### config.mk
export PLATFORM = sky130hd
export DESIGN_NAME = csr_file_flat
export DESIGN_NICKNAME = d
export VERILOG_FILES = /design/src/rtl/csr_file_if.sv /design/src/rtl/csr_file.sv /design/src/flat_wrapper.sv
export SDC_FILE = /design/constraint.sdc
export NUM_CORES = 1
export LEC_CHECK = 0
export BUFFER_PORTS_ARGS = -buffer_cell sky130_fd_sc_hd__clkbuf_2
export CORE_MARGIN = 1.5
export CORE_UTILIZATION = 53
export DETAILED_ROUTE_END_ITERATION = 7
export PLACE_DENSITY_LB_ADDON = 0.3
export SYNTH_ARGS = -nofsm -noshare
export SYNTH_HDL_FRONTEND = slang
export SYNTH_SLANG_ARGS = --single-unit
### constraint.sdc
create_clock -name clk -period 2.35 [get_ports clk]
set_input_delay 0.47 -clock clk [delete_from_list [all_inputs] [get_ports clk]]
set_output_delay 0.47 -clock clk [all_outputs]
set_load 0.02 [all_outputs]
### src/rtl/csr_file_if.sv
// Bus between the pipeline and the machine-mode CSR file: read port, commit port,
// retire/IRQ levels, and the trap entry/return handshake.
interface csr_file_if;
   logic [11:0] csr_raddr;
   logic [31:0] csr_rdata;
   logic        csr_illegal;
   logic        csr_we;
   logic [11:0] csr_waddr;
   logic [31:0] csr_wdata;
   logic        retire;
   logic        ext_irq;
   logic        timer_irq;
   logic        int_req;
   logic        int_take;
   logic [31:0] int_pc;
   logic        mret;
   logic [31:0] trap_vector;
   logic [31:0] epc;

   // Pipeline side: drives requests, consumes read data and trap state
   modport master (
      output csr_raddr, csr_we, csr_waddr, csr_wdata, retire, ext_irq, timer_irq,
             int_take, int_pc, mret,
      input  csr_rdata, csr_illegal, int_req, trap_vector, epc
   );

   // CSR file side
   modport slave (
      input  csr_raddr, csr_we, csr_waddr, csr_wdata, retire, ext_irq, timer_irq,
             int_take, int_pc, mret,
      output csr_rdata, csr_illegal, int_req, trap_vector, epc
   );
endinterface

### src/rtl/csr_file.sv
// Machine-mode CSR file: combinational read, next-edge commit, 64-bit cycle and
// instret counters, and the mstatus/mepc side effects of interrupt entry and mret.
module csr_file (
   input logic        clk,
   input logic        rst,
   csr_file_if.slave  bus
);
   localparam int RegBus = 32;

   localparam logic [11:0] ADDR_MSTATUS   = 12'h300;
   localparam logic [11:0] ADDR_MIE       = 12'h304;
   localparam logic [11:0] ADDR_MTVEC     = 12'h305;
   localparam logic [11:0] ADDR_MEPC      = 12'h341;
   localparam logic [11:0] ADDR_MIP       = 12'h344;
   localparam logic [11:0] ADDR_MCYCLE    = 12'hB00;
   localparam logic [11:0] ADDR_MCYCLEH   = 12'hB80;
   localparam logic [11:0] ADDR_MINSTRET  = 12'hB02;
   localparam logic [11:0] ADDR_MINSTRETH = 12'hB82;
   localparam logic [11:0] ADDR_CYCLE     = 12'hC00;
   localparam logic [11:0] ADDR_CYCLEH    = 12'hC80;
   localparam logic [11:0] ADDR_INSTRET   = 12'hC02;
   localparam logic [11:0] ADDR_INSTRETH  = 12'hC82;

   // Writable field masks; bits outside them are stored as zero so reads need no masking
   localparam logic [RegBus-1:0] MIE_MASK  = 32'h0000_0880;
   localparam logic [RegBus-1:0] ADDR_MASK = 32'hFFFF_FFFC;

   logic              mst_mie_q, mst_mie_d;
   logic              mst_mpie_q, mst_mpie_d;
   logic [RegBus-1:0] mie_q, mie_d;
   logic [RegBus-1:0] mtvec_q, mtvec_d;
   logic [RegBus-1:0] mepc_q, mepc_d;
   logic [63:0]       mcycle_q, mcycle_d;
   logic [63:0]       minstret_q, minstret_d;

   logic [RegBus-1:0] mip;
   logic [RegBus-1:0] mstatus;

   assign mip     = {20'b0, bus.ext_irq, 3'b0, bus.timer_irq, 7'b0};
   assign mstatus = {19'b0, 2'b11, 3'b0, mst_mpie_q, 3'b0, mst_mie_q, 3'b0};

   assign bus.int_req     = mst_mie_q & (|(mie_q & mip));
   assign bus.trap_vector = mtvec_q;
   assign bus.epc         = mepc_q;

   // Read mux: zero-latency decode of csr_raddr, flagging unimplemented addresses
   always_comb begin
      bus.csr_rdata   = '0;
      bus.csr_illegal = 1'b0;
      case (bus.csr_raddr)
         ADDR_MSTATUS:                 bus.csr_rdata = mstatus;
         ADDR_MIE:                     bus.csr_rdata = mie_q;
         ADDR_MTVEC:                   bus.csr_rdata = mtvec_q;
         ADDR_MEPC:                    bus.csr_rdata = mepc_q;
         ADDR_MIP:                     bus.csr_rdata = mip;
         ADDR_MCYCLE,   ADDR_CYCLE:    bus.csr_rdata = mcycle_q[31:0];
         ADDR_MCYCLEH,  ADDR_CYCLEH:   bus.csr_rdata = mcycle_q[63:32];
         ADDR_MINSTRET, ADDR_INSTRET:  bus.csr_rdata = minstret_q[31:0];
         ADDR_MINSTRETH,ADDR_INSTRETH: bus.csr_rdata = minstret_q[63:32];
         default:                      bus.csr_illegal = 1'b1;
      endcase
   end

   // Next state: trap entry beats mret beats software write on mstatus/mepc;
   // a counter write replaces one half and suppresses that cycle's increment
   always_comb begin
      mst_mie_d  = mst_mie_q;
      mst_mpie_d = mst_mpie_q;
      mie_d      = mie_q;
      mtvec_d    = mtvec_q;
      mepc_d     = mepc_q;
      mcycle_d   = mcycle_q + 64'd1;
      minstret_d = bus.retire ? minstret_q + 64'd1 : minstret_q;

      if (bus.int_take) begin
         mst_mpie_d = mst_mie_q;
         mst_mie_d  = 1'b0;
         mepc_d     = bus.int_pc & ADDR_MASK;
      end else if (bus.mret) begin
         mst_mie_d  = mst_mpie_q;
         mst_mpie_d = 1'b1;
      end

      if (bus.csr_we) begin
         case (bus.csr_waddr)
            ADDR_MSTATUS: begin
               if (!bus.int_take && !bus.mret) begin
                  mst_mie_d  = bus.csr_wdata[3];
                  mst_mpie_d = bus.csr_wdata[7];
               end
            end
            ADDR_MEPC: begin
               if (!bus.int_take) mepc_d = bus.csr_wdata & ADDR_MASK;
            end
            ADDR_MIE:       mie_d      = bus.csr_wdata & MIE_MASK;
            ADDR_MTVEC:     mtvec_d    = bus.csr_wdata & ADDR_MASK;
            ADDR_MCYCLE:    mcycle_d   = {mcycle_q[63:32], bus.csr_wdata};
            ADDR_MCYCLEH:   mcycle_d   = {bus.csr_wdata, mcycle_q[31:0]};
            ADDR_MINSTRET:  minstret_d = {minstret_q[63:32], bus.csr_wdata};
            ADDR_MINSTRETH: minstret_d = {bus.csr_wdata, minstret_q[31:0]};
            default: ;
         endcase
      end
   end

   // State registers; reset overrides every concurrent event
   always_ff @(posedge clk) begin
      if (rst) begin
         mst_mie_q  <= 1'b0;
         mst_mpie_q <= 1'b0;
         mie_q      <= '0;
         mtvec_q    <= '0;
         mepc_q     <= '0;
         mcycle_q   <= '0;
         minstret_q <= '0;
      end else begin
         mst_mie_q  <= mst_mie_d;
         mst_mpie_q <= mst_mpie_d;
         mie_q      <= mie_d;
         mtvec_q    <= mtvec_d;
         mepc_q     <= mepc_d;
         mcycle_q   <= mcycle_d;
         minstret_q <= minstret_d;
      end
   end
endmodule
### src/flat_wrapper.sv
// flat-port wrapper written by rule: the top's interface ports become plain ports
module csr_file_flat 
  (clk, rst, bus_csr_raddr, bus_csr_we, bus_csr_waddr, bus_csr_wdata, bus_retire, bus_ext_irq, bus_timer_irq, bus_int_take, bus_int_pc, bus_mret, bus_csr_rdata, bus_csr_illegal, bus_int_req, bus_trap_vector, bus_epc);
  csr_file_if bus_i ();
  input logic clk;
  input logic rst;
  input wire logic [$bits(bus_i.csr_raddr)-1:0] bus_csr_raddr;
  input wire logic [$bits(bus_i.csr_we)-1:0] bus_csr_we;
  input wire logic [$bits(bus_i.csr_waddr)-1:0] bus_csr_waddr;
  input wire logic [$bits(bus_i.csr_wdata)-1:0] bus_csr_wdata;
  input wire logic [$bits(bus_i.retire)-1:0] bus_retire;
  input wire logic [$bits(bus_i.ext_irq)-1:0] bus_ext_irq;
  input wire logic [$bits(bus_i.timer_irq)-1:0] bus_timer_irq;
  input wire logic [$bits(bus_i.int_take)-1:0] bus_int_take;
  input wire logic [$bits(bus_i.int_pc)-1:0] bus_int_pc;
  input wire logic [$bits(bus_i.mret)-1:0] bus_mret;
  output wire logic [$bits(bus_i.csr_rdata)-1:0] bus_csr_rdata;
  output wire logic [$bits(bus_i.csr_illegal)-1:0] bus_csr_illegal;
  output wire logic [$bits(bus_i.int_req)-1:0] bus_int_req;
  output wire logic [$bits(bus_i.trap_vector)-1:0] bus_trap_vector;
  output wire logic [$bits(bus_i.epc)-1:0] bus_epc;
  assign bus_i.csr_raddr = bus_csr_raddr;
  assign bus_i.csr_we = bus_csr_we;
  assign bus_i.csr_waddr = bus_csr_waddr;
  assign bus_i.csr_wdata = bus_csr_wdata;
  assign bus_i.retire = bus_retire;
  assign bus_i.ext_irq = bus_ext_irq;
  assign bus_i.timer_irq = bus_timer_irq;
  assign bus_i.int_take = bus_int_take;
  assign bus_i.int_pc = bus_int_pc;
  assign bus_i.mret = bus_mret;
  assign bus_csr_rdata = bus_i.csr_rdata;
  assign bus_csr_illegal = bus_i.csr_illegal;
  assign bus_int_req = bus_i.int_req;
  assign bus_trap_vector = bus_i.trap_vector;
  assign bus_epc = bus_i.epc;
  csr_file u_core (.clk(clk), .rst(rst), .bus(bus_i));
endmodule
## Yosys cells after proc, flatten, opt, wreduce, memory -nomap -nowiden

Cells that the tools add are included.

- Bits of input ports: 96
- Output and inout bits: 98
- Flip-flop bits (word level): 194

- $add $sub $neg: 2
- Eq/ne operators: 25
- Bitwise gates (word level): 2
- Muxes and demuxes: 21
- Reductions and logical operators: 11

Operators by type and width:

| kind | count |
|---|---|
| 32-bit case mux with 9 select lines | 1 |
| 64-bit case mux with 2 select lines | 2 |
| 64-bit two-way mux | 3 |
| 12-bit == test (second input constant) | 12 |
| 64-bit by 1-bit adder with 64-bit output (second input constant) | 2 |
| 32-bit two-way mux | 4 |
| 12-bit by 10-bit == test with 1-bit output (second input constant) | 9 |
| 32-bit OR reduction | 1 |
| 13-bit OR reduction | 1 |
| 12-bit bitwise AND | 1 |
| 1-bit two-way mux | 11 |
| 2-bit != test (second input constant) | 4 |
| 2-bit OR reduction | 4 |
| 2-bit AND reduction | 2 |
| 1-bit zero test | 2 |
| 1-bit bitwise AND | 1 |
| 1-bit logical AND | 1 |

## Logic depth before layout (Yosys ltp)

Gate-level depths: netlist (run 1).

- Depth after elaboration: 5
- Mapped depth: 9

## Worst setup path before layout (run 1)

Ideal clock, no wire load.

- Path kind: input port to output port
- Start: input bus_csr_raddr[7]
- End: output bus_csr_rdata[12]
- Path buffers: 1
- Stages: 7
- Setup slack: -326 ps
- Arrival: 2,206 ps
- Cell sequence: nor4b_1 nand3_1 or3_1 nor2_1 buf_2 a22oi_1 o211ai_1

- Word-level cells in the longest chain between the ends: 3
- Elaborated cells on any way between the ends: 18

RTL lines:

| item | line | text |
|---|---|---|
| start, declared | flat_wrapper.sv:7 | `input wire logic [$bits(bus_i.csr_raddr)-1:0] bus_csr_raddr;` |
| 12-bit == test | csr_file.sv:50 | `case (bus.csr_raddr)` |
| 2-bit OR reduction | -- |  |
| 32-bit case mux with 9 select lines * | csr_file.sv:50 |  |
| end, declared | flat_wrapper.sv:17 | `output wire logic [$bits(bus_i.csr_rdata)-1:0] bus_csr_rdata;` |

Mark *: on every way between the ends. The rest lies on a longest branch, timed or not.

## Worst setup path in the final report (run 1)

- Start: input bus_csr_raddr[7]
- End: output bus_csr_rdata[31]

The elaborated chain is that of the path after synthesis.

==> results.ini, run 1 <==
[timing]
skew_ns=0.0129
hold_viol_final=0
period_needed_ns=2.61
finalSetupViolations=32
timing.fmax_mhz=384
rsz0062_at_grt=true
worst_hold_slack_ns=0.256
slew-limit-headroom_pct=61.0
setup_ws_ns=-0.256
fin_crit_sh_pct=111
worst_slew_pin_slew_ns=0.568
slew_violations=0

[routing]
routedWlPerCell_um=25.1
viasPerCell=6.85
drtAntennaViolNets=0
vias=15700
drc=0
wl_um=57400
drt_iter0_markers=2070
firstDrtPassIters=6

[job]
cap_violations=0

[cts]
numCtsBuffers=17
clk_transition_reported_paths_ns=0.08
root_buffer=clkbuf_16
ctsHoldBuffers=0
insertion_delay_ns=0.45
cts_tree=done
htreeDepth=4
clock-sinks=194
cts_max_path_buffers=2

[run_status]
violations=negative setup slack
status=complete, but fails checks

[floorplanning]
start_util_pct=53.7
die-area_um2=24600
die_w_um=157
coreArea_um2=23300
dieHeight_um=157
ios=194
rows=56

[final_layout]
layout_commonest_cell=buf_4
nNetsFinal=2054
multi_input_area_um2=8170
post-route-util_pct=70.9
seq_area_um2=3890
final_cell_mix=buf_4, dfxtp_1, clkbuf_2
syn_to_final_growth_pct=32.1
fillers=1886
drive_gt1_share_pct=27.5

[power]
p_leak_uw=0.00612
p_per_area_nw_per_um2=422
ir_drop_mv=0.356

[global_routing]
grt-busiest-layer=met2
grt_pass1_vias=14200
grtUsageMet1_pct=57.4
grt_start_max_net_pins=120
grtUsageMet3_pct=9.58
track_usage_pct=45.3
antenna_found_initial=3
grt_use_met2_pct=67.7
overflow=0
grt_pass1_wl_um=84000

[critical_path]
crit_path_start_kind=input pin
critPathLaunch=bus_csr_raddr[7]
worst-path-max-fanout=22
crit_type=input pin to output port
reg2reg_depth=6
r2r_start=u_core.minstret_q[38]
end_kind=output port
arrival_ns=2.14
critPathRequiredTime_ns=1.88
reg2reg_slack_ns=0.07
critical_path.endpoint=bus_csr_rdata[31]
reg2reg_to=u_core.minstret_q[59]

[yosys]
syn_inst=1634
synth_flop_cell=dfxtp_1
synth_edf_count=0
ys_warn_count=0
avgSynthCellArea_um2=7.67
synth_cell_type_count=76
synth_seq_area_share_pct=31.0
synth-async-reset-ratio_pct=0
syn_area_um2=12500
ys_ff_latch=194

[worst_hold_path]
hp-class=input pin to register

[placement]
numPortBuffers=189
place.gp.congestion=1.05
dp_hpwl_um=41700
post-place-ws_ns=-0.255

==> synthesized netlist by cell type, types with 24 or more instances <==
| cell type | n | share of area [%] |
|---|---|---|
| dfxtp_1 | 194 | 31 |
| mux2i_1 | 106 | 8.5 |
| nand2_1 | 151 | 4.5 |
| xnor2_1 | 24 | 1.7 |
| buf_2 | 33 | 1.3 |
| a21oi_1 | 129 | 5.2 |
| a32oi_1 | 61 | 4.3 |
| o22ai_1 | 76 | 3.8 |
| nor2_1 | 156 | 4.7 |
| nor3_1 | 46 | 1.8 |
| a221o_1 | 27 | 2.2 |
| o21ai_0 | 53 | 2.1 |
| nand3_1 | 94 | 3.8 |
| nand4_1 | 42 | 2.1 |
| a31oi_1 | 36 | 1.8 |
| clkbuf_1 | 93 | 2.8 |
| and3_1 | 26 | 1.3 |
| nor4_1 | 27 | 1.3 |
==> repair_timing <==
action	4_1_cts	5_1_grt
cloned	0	3
buffers inserted	0	1
resized for setup	70	30
pin swaps	1	9
setup endpoints to repair	32	41
==> per-layer routing <==
metal | share of wire [%] | vias to the layer above
li1 | - | 6860
met1 | 38 | 7451
met2 | 43 | 1116
met3 | 11 | 246
met4 | 8.0 | 4
met5 | 0.049 | -
==> metrics by stage <==
stage	std cells	power [µW]	setup TNS (ns)	area [µm²]
floorplan	1635	3750	-0.00977	12600
finish	2289	6990	-6.18	16600
CTS	2284	6950	-4.26	16400
detailed placement	2252	4120	-9.64	15500
global placement	2252	4110	-7.82	15500
global route	2288	7140	-8.73	16500
==> worst max-delay path, stage by stage <==
cell	delay, ns
buf_8	0.08
buf_4	0.14
buf_12	0.22
mux2i_1	0.54
o22ai_1	0.18
a221o_1	0.31
clkbuf_8	0.17
==> area by class of cell <==
type / instances / share of cell area [%]
well taps: 319 / 2.41
multi-input cells: 1281 / 49.3
diodes: 1 / 0.0151
clock buffers: 18 / 2.65
inverters: 16 / 0.363
flip-flops and latches: 194 / 23.5
repair buffers: 446 / 21.0
clock inverters: 14 / 0.733
==> logic make-up (layout without fill, tap and decap cells) <==
group / Yosys count / count (layout) / synth area share [%]
fa+ha+maj: 2 / 2 / 0.200
compound gates: 466 / 466 / 24.7
simple gates: 660 / 660 / 27.1
buf+inv: 160 / 494 / 5.27
xor+xnor: 43 / 43 / 3.01
other cells: 1 / 3 / 0.0299
flops: 194 / 194 / 31.0
mux: 108 / 108 / 8.65
==> power breakdown <==
| part | internal, µW | switching [µW] | total (µW) |
|---|---|---|---|
| clock network | 1420 | 1470 | 2900 |
| registers | 3320 | 43.0 | 3370 |
| logic | 248 | 472 | 720 |
| total | 5000 | 1990 | 6990 |
==> sequential cells by signal, summed over array words and instances (netlist names) <==
name,flops
u_core.bus.epc,32
u_core.minstret_q,64
u_core.mie_q,2
u_core.bus.trap_vector,30
u_core.mst_mpie_q,1
u_core.mst_mie_q,1
u_core.mcycle_q,64
==> how the worst min path moves through the flow <==
stage                                     from                         end  slack (ns)  depth (start not counted)
finish                           bus_int_pc[4]           u_core.bus.epc[4]        0.26                          3
global route                               rst       u_core.minstret_q[17]        0.26                          2
CTS                              bus_int_pc[2]           u_core.bus.epc[2]        0.25                          3
detailed placement  u_core.bus.trap_vector[19]  u_core.bus.trap_vector[19]        0.47                          2
global placement    u_core.bus.trap_vector[12]  u_core.bus.trap_vector[12]        0.46                          2
floorplan                u_core.minstret_q[63]       u_core.minstret_q[63]        0.47                          1
Power figures use the tool's default switching activity.
==> run 2: changes to the inputs <==
--- a/config.mk
+++ b/config.mk
@@ -7,7 +7,7 @@
 export LEC_CHECK = 0
 export BUFFER_PORTS_ARGS = -buffer_cell sky130_fd_sc_hd__clkbuf_2
 export CORE_MARGIN = 1.5
-export CORE_UTILIZATION = 53
+export CORE_UTILIZATION = 43
 export DETAILED_ROUTE_END_ITERATION = 7
 export PLACE_DENSITY_LB_ADDON = 0.3
 export SYNTH_ARGS = -nofsm -noshare
==> constraint.sdc (replaced) <==
create_clock -name clk -period 2.2 [get_ports clk]
set_input_delay 0.44 -clock clk [delete_from_list [all_inputs] [get_ports clk]]
set_output_delay 0.44 -clock clk [all_outputs]
set_load 0.02 [all_outputs]
==> run 2 against run 1 <==
Against the previous run: non-clock buffer count up 119; wire length up 7.5%; highest routed layer unchanged; flip-flop and latch count did not move; global-route usage is 5.9 points lower; the run still ends with negative setup slack left; largest power group unchanged; combinational power rose by 16%; sequential power rose by 6.8%; critical endpoint is now bus_csr_rdata[30]; register-to-register slack worse by 0.17 ns.
==> results.ini, run 2 (same netlist as run 1, synthesis figures left out) <==
[power]
power_frac_comb_pct=11.2  ; +0.9 points
p_leak_uw=0.00687  ; +12%
p_sw_share_pct=28.6  ; +0.15 points
clockPowerShare_pct=40.5  ; -1.0 points
p_switching_uw=2130  ; +7.2%
sequentialPowerShare_pct=48.3  ; about the same
internal_power_uw=5320  ; +6.4%
p_per_area_nw_per_um2=415  ; -1.8%
ir_drop_mv=0.365  ; +2.6%

[cts]
insertion_delay_ns=0.45  ; about the same
htreeDepth=4  ; unchanged
clk_transition_reported_paths_ns=0.08  ; about the same
cts_tree=done
numCtsBuffers=17  ; unchanged
clock-sinks=194  ; unchanged
cts_max_path_buffers=2  ; unchanged
root_buffer=clkbuf_16

[critical_path]
crit_path_start_kind=input pin
crit_type=input pin to output port
arrival_ns=2.15  ; about the same
critPathLaunch=bus_csr_raddr[11]
reg2reg_depth=8  ; +2
critPathRequiredTime_ns=1.76  ; -0.12 ns
worst-path-max-fanout=7  ; -68%
reg2reg_to=u_core.mcycle_q[63]
reg2reg_slack_ns=-0.10  ; -0.17 ns
end_kind=output port
r2r_start=u_core.mcycle_q[0]

[routing]
wl_um=61700  ; +7.5%
drt_iter0_markers=2254  ; +8.9%
routedWlPerCell_um=25.0  ; -0.45%
vias=16100  ; +2.5%
viasPerCell=6.50  ; -5.0%
drc=0  ; unchanged
drtAntennaViolNets=0  ; unchanged
firstDrtPassIters=8  ; +2

[floorplanning]
ios=194  ; unchanged
die_w_um=174  ; +11%
coreArea_um2=28700  ; +23%
die-area_um2=30200  ; +23%
rows=62  ; +11%
dieHeight_um=174  ; +11%
start_util_pct=43.6  ; -10 points

[worst_hold_path]
hold_end=u_core.bus.epc[15]
hold_start=bus_int_pc[15]
hp-class=input pin to register
whs_path_depth=3  ; unchanged

[final_layout]
drive_gt1_share_pct=34.8  ; +7.3 points
nNetsFinal=2173  ; +5.8%
fillers=2500  ; +33%
instances_no_fill=2471  ; +8.0%
syn_to_final_growth_pct=43.4
num_antenna_cells=0  ; -1
layout_commonest_cell=buf_4
final_area_um2=18000  ; +8.5%
final_cell_mix=buf_4, dfxtp_1, clkbuf_2

[timing]
skew_ns=0.0128  ; -0.000158 ns
setup_ws_ns=-0.391  ; -0.135 ns
rsz0062_at_grt=true
timing.fmax_mhz=386
hold_viol_final=0  ; unchanged
period_needed_ns=2.59
finalSetupViolations=36  ; +13%
slew_violations=0  ; unchanged
worst_slew_pin_slew_ns=0.585  ; +0.0164 ns
fin_crit_sh_pct=118
slew-limit-headroom_pct=59.9  ; -1.1 points

[global_routing]
antenna_found_initial=1  ; -2
grt_pass1_vias=14900  ; +5.5%
track_usage_pct=39.3  ; -5.9 points
grt_start_max_net_pins=97  ; -19%
grt_pass1_wl_um=90600  ; +7.9%
overflow=0  ; unchanged

[placement]
dpl-instance-area_um2=16300  ; +5.2%
dp.cells=2410  ; +7.0%
place.gp.congestion=1.03  ; -1.1%
dp_hpwl_um=45000  ; +7.9%
numPortBuffers=189  ; unchanged

[run_status]
status=complete, but fails checks
violations=negative setup slack

[job]
cap_violations=0  ; unchanged

## run 2: routing by layer
layer / wire, µm / global-route usage [%] / vias up
li1: - / - / 7092
met5: 12 / 0 / -
met2: 26900 / 59.2 / 1080
met3: 6510 / 9.06 / 226
met1: 24200 / 51.0 / 7670
met4: 4130 / 24.5 / 2
## run 2: worst max-delay path by stage
stage / slack [ns] / depth (start not counted) / end
6_report: -0.39 / 9 / bus_csr_rdata[30]
5_1_grt: -0.43 / 9 / bus_csr_rdata[30]
4_1_cts: -0.34 / 9 / bus_csr_rdata[28]
3_5_place_dp: -0.48 / 8 / bus_csr_rdata[26]
3_3_place_gp: -0.46 / 8 / bus_csr_rdata[26]
2_1_floorplan: -0.07 / 7 / bus_csr_rdata[12]
## run 2: what timing repair did
| action | CTS | global route |
|---|---|---|
| cloned | 2 | 0 |
| gates resized for setup | 87 | 121 |
| endpoints found under the setup margin | 49 | 71 |
| pin swaps | 15 | 41 |
| hold buffers | 0 | 0 |
| buffers inserted | 9 | 21 |
## run 2: critical path: stages
cell	delay, ns
buf_8	0.10
nor4b_4	0.30
nand3_2	0.15
or3_4	0.38
nor2_4	0.17
buf_12	0.15
buf_16	0.12
a221o_1	0.18
clkbuf_8	0.16
## run 2: per-stage QoR
| stage | utilization (%) | worst slack [ns] | setup TNS (ns) | hold slack, ns | total power, µW |
|---|---|---|---|---|---|
| CTS | 60.5 | -0.341 | -9.52 | 0.213 | 7400 |
| global route | 62.6 | -0.430 | -12.38 | 0.224 | 7620 |
| detailed placement | 56.8 | -0.479 | -40.56 | 0.471 | 4440 |
| finish | 62.6 | -0.391 | -10.27 | 0.221 | 7450 |
| floorplan | - | -0.0671 | -0.664 | 0.472 | 4010 |
| global placement | 56.8 | -0.464 | -33.87 | 0.460 | 4420 |
## run 2: final cells by class
| type | instances | area (µm²) | share of cell area, % |
|---|---|---|---|
| repair buffers | 565 | 4460 | 24.8 |
| clock inverters | 12 | 103 | 0.571 |
| inverters | 16 | 60.1 | 0.334 |
| clock buffers | 19 | 433 | 2.41 |
| well taps | 384 | 480 | 2.67 |
| flip-flops and latches | 194 | 3910 | 21.8 |
| multi-input cells | 1281 | 8520 | 47.4 |
## run 2: power by group through the flow
stage / logic (µW) / clock network, µW / registers (µW)
final: 832 / 3020 / 3600
after global routing: 860 / 3160 / 3600
after CTS: 787 / 3020 / 3590
after detailed placement: 765 / 0 / 3670
after global placement: 755 / 0 / 3670
after floorplan: 308 / 0 / 3700
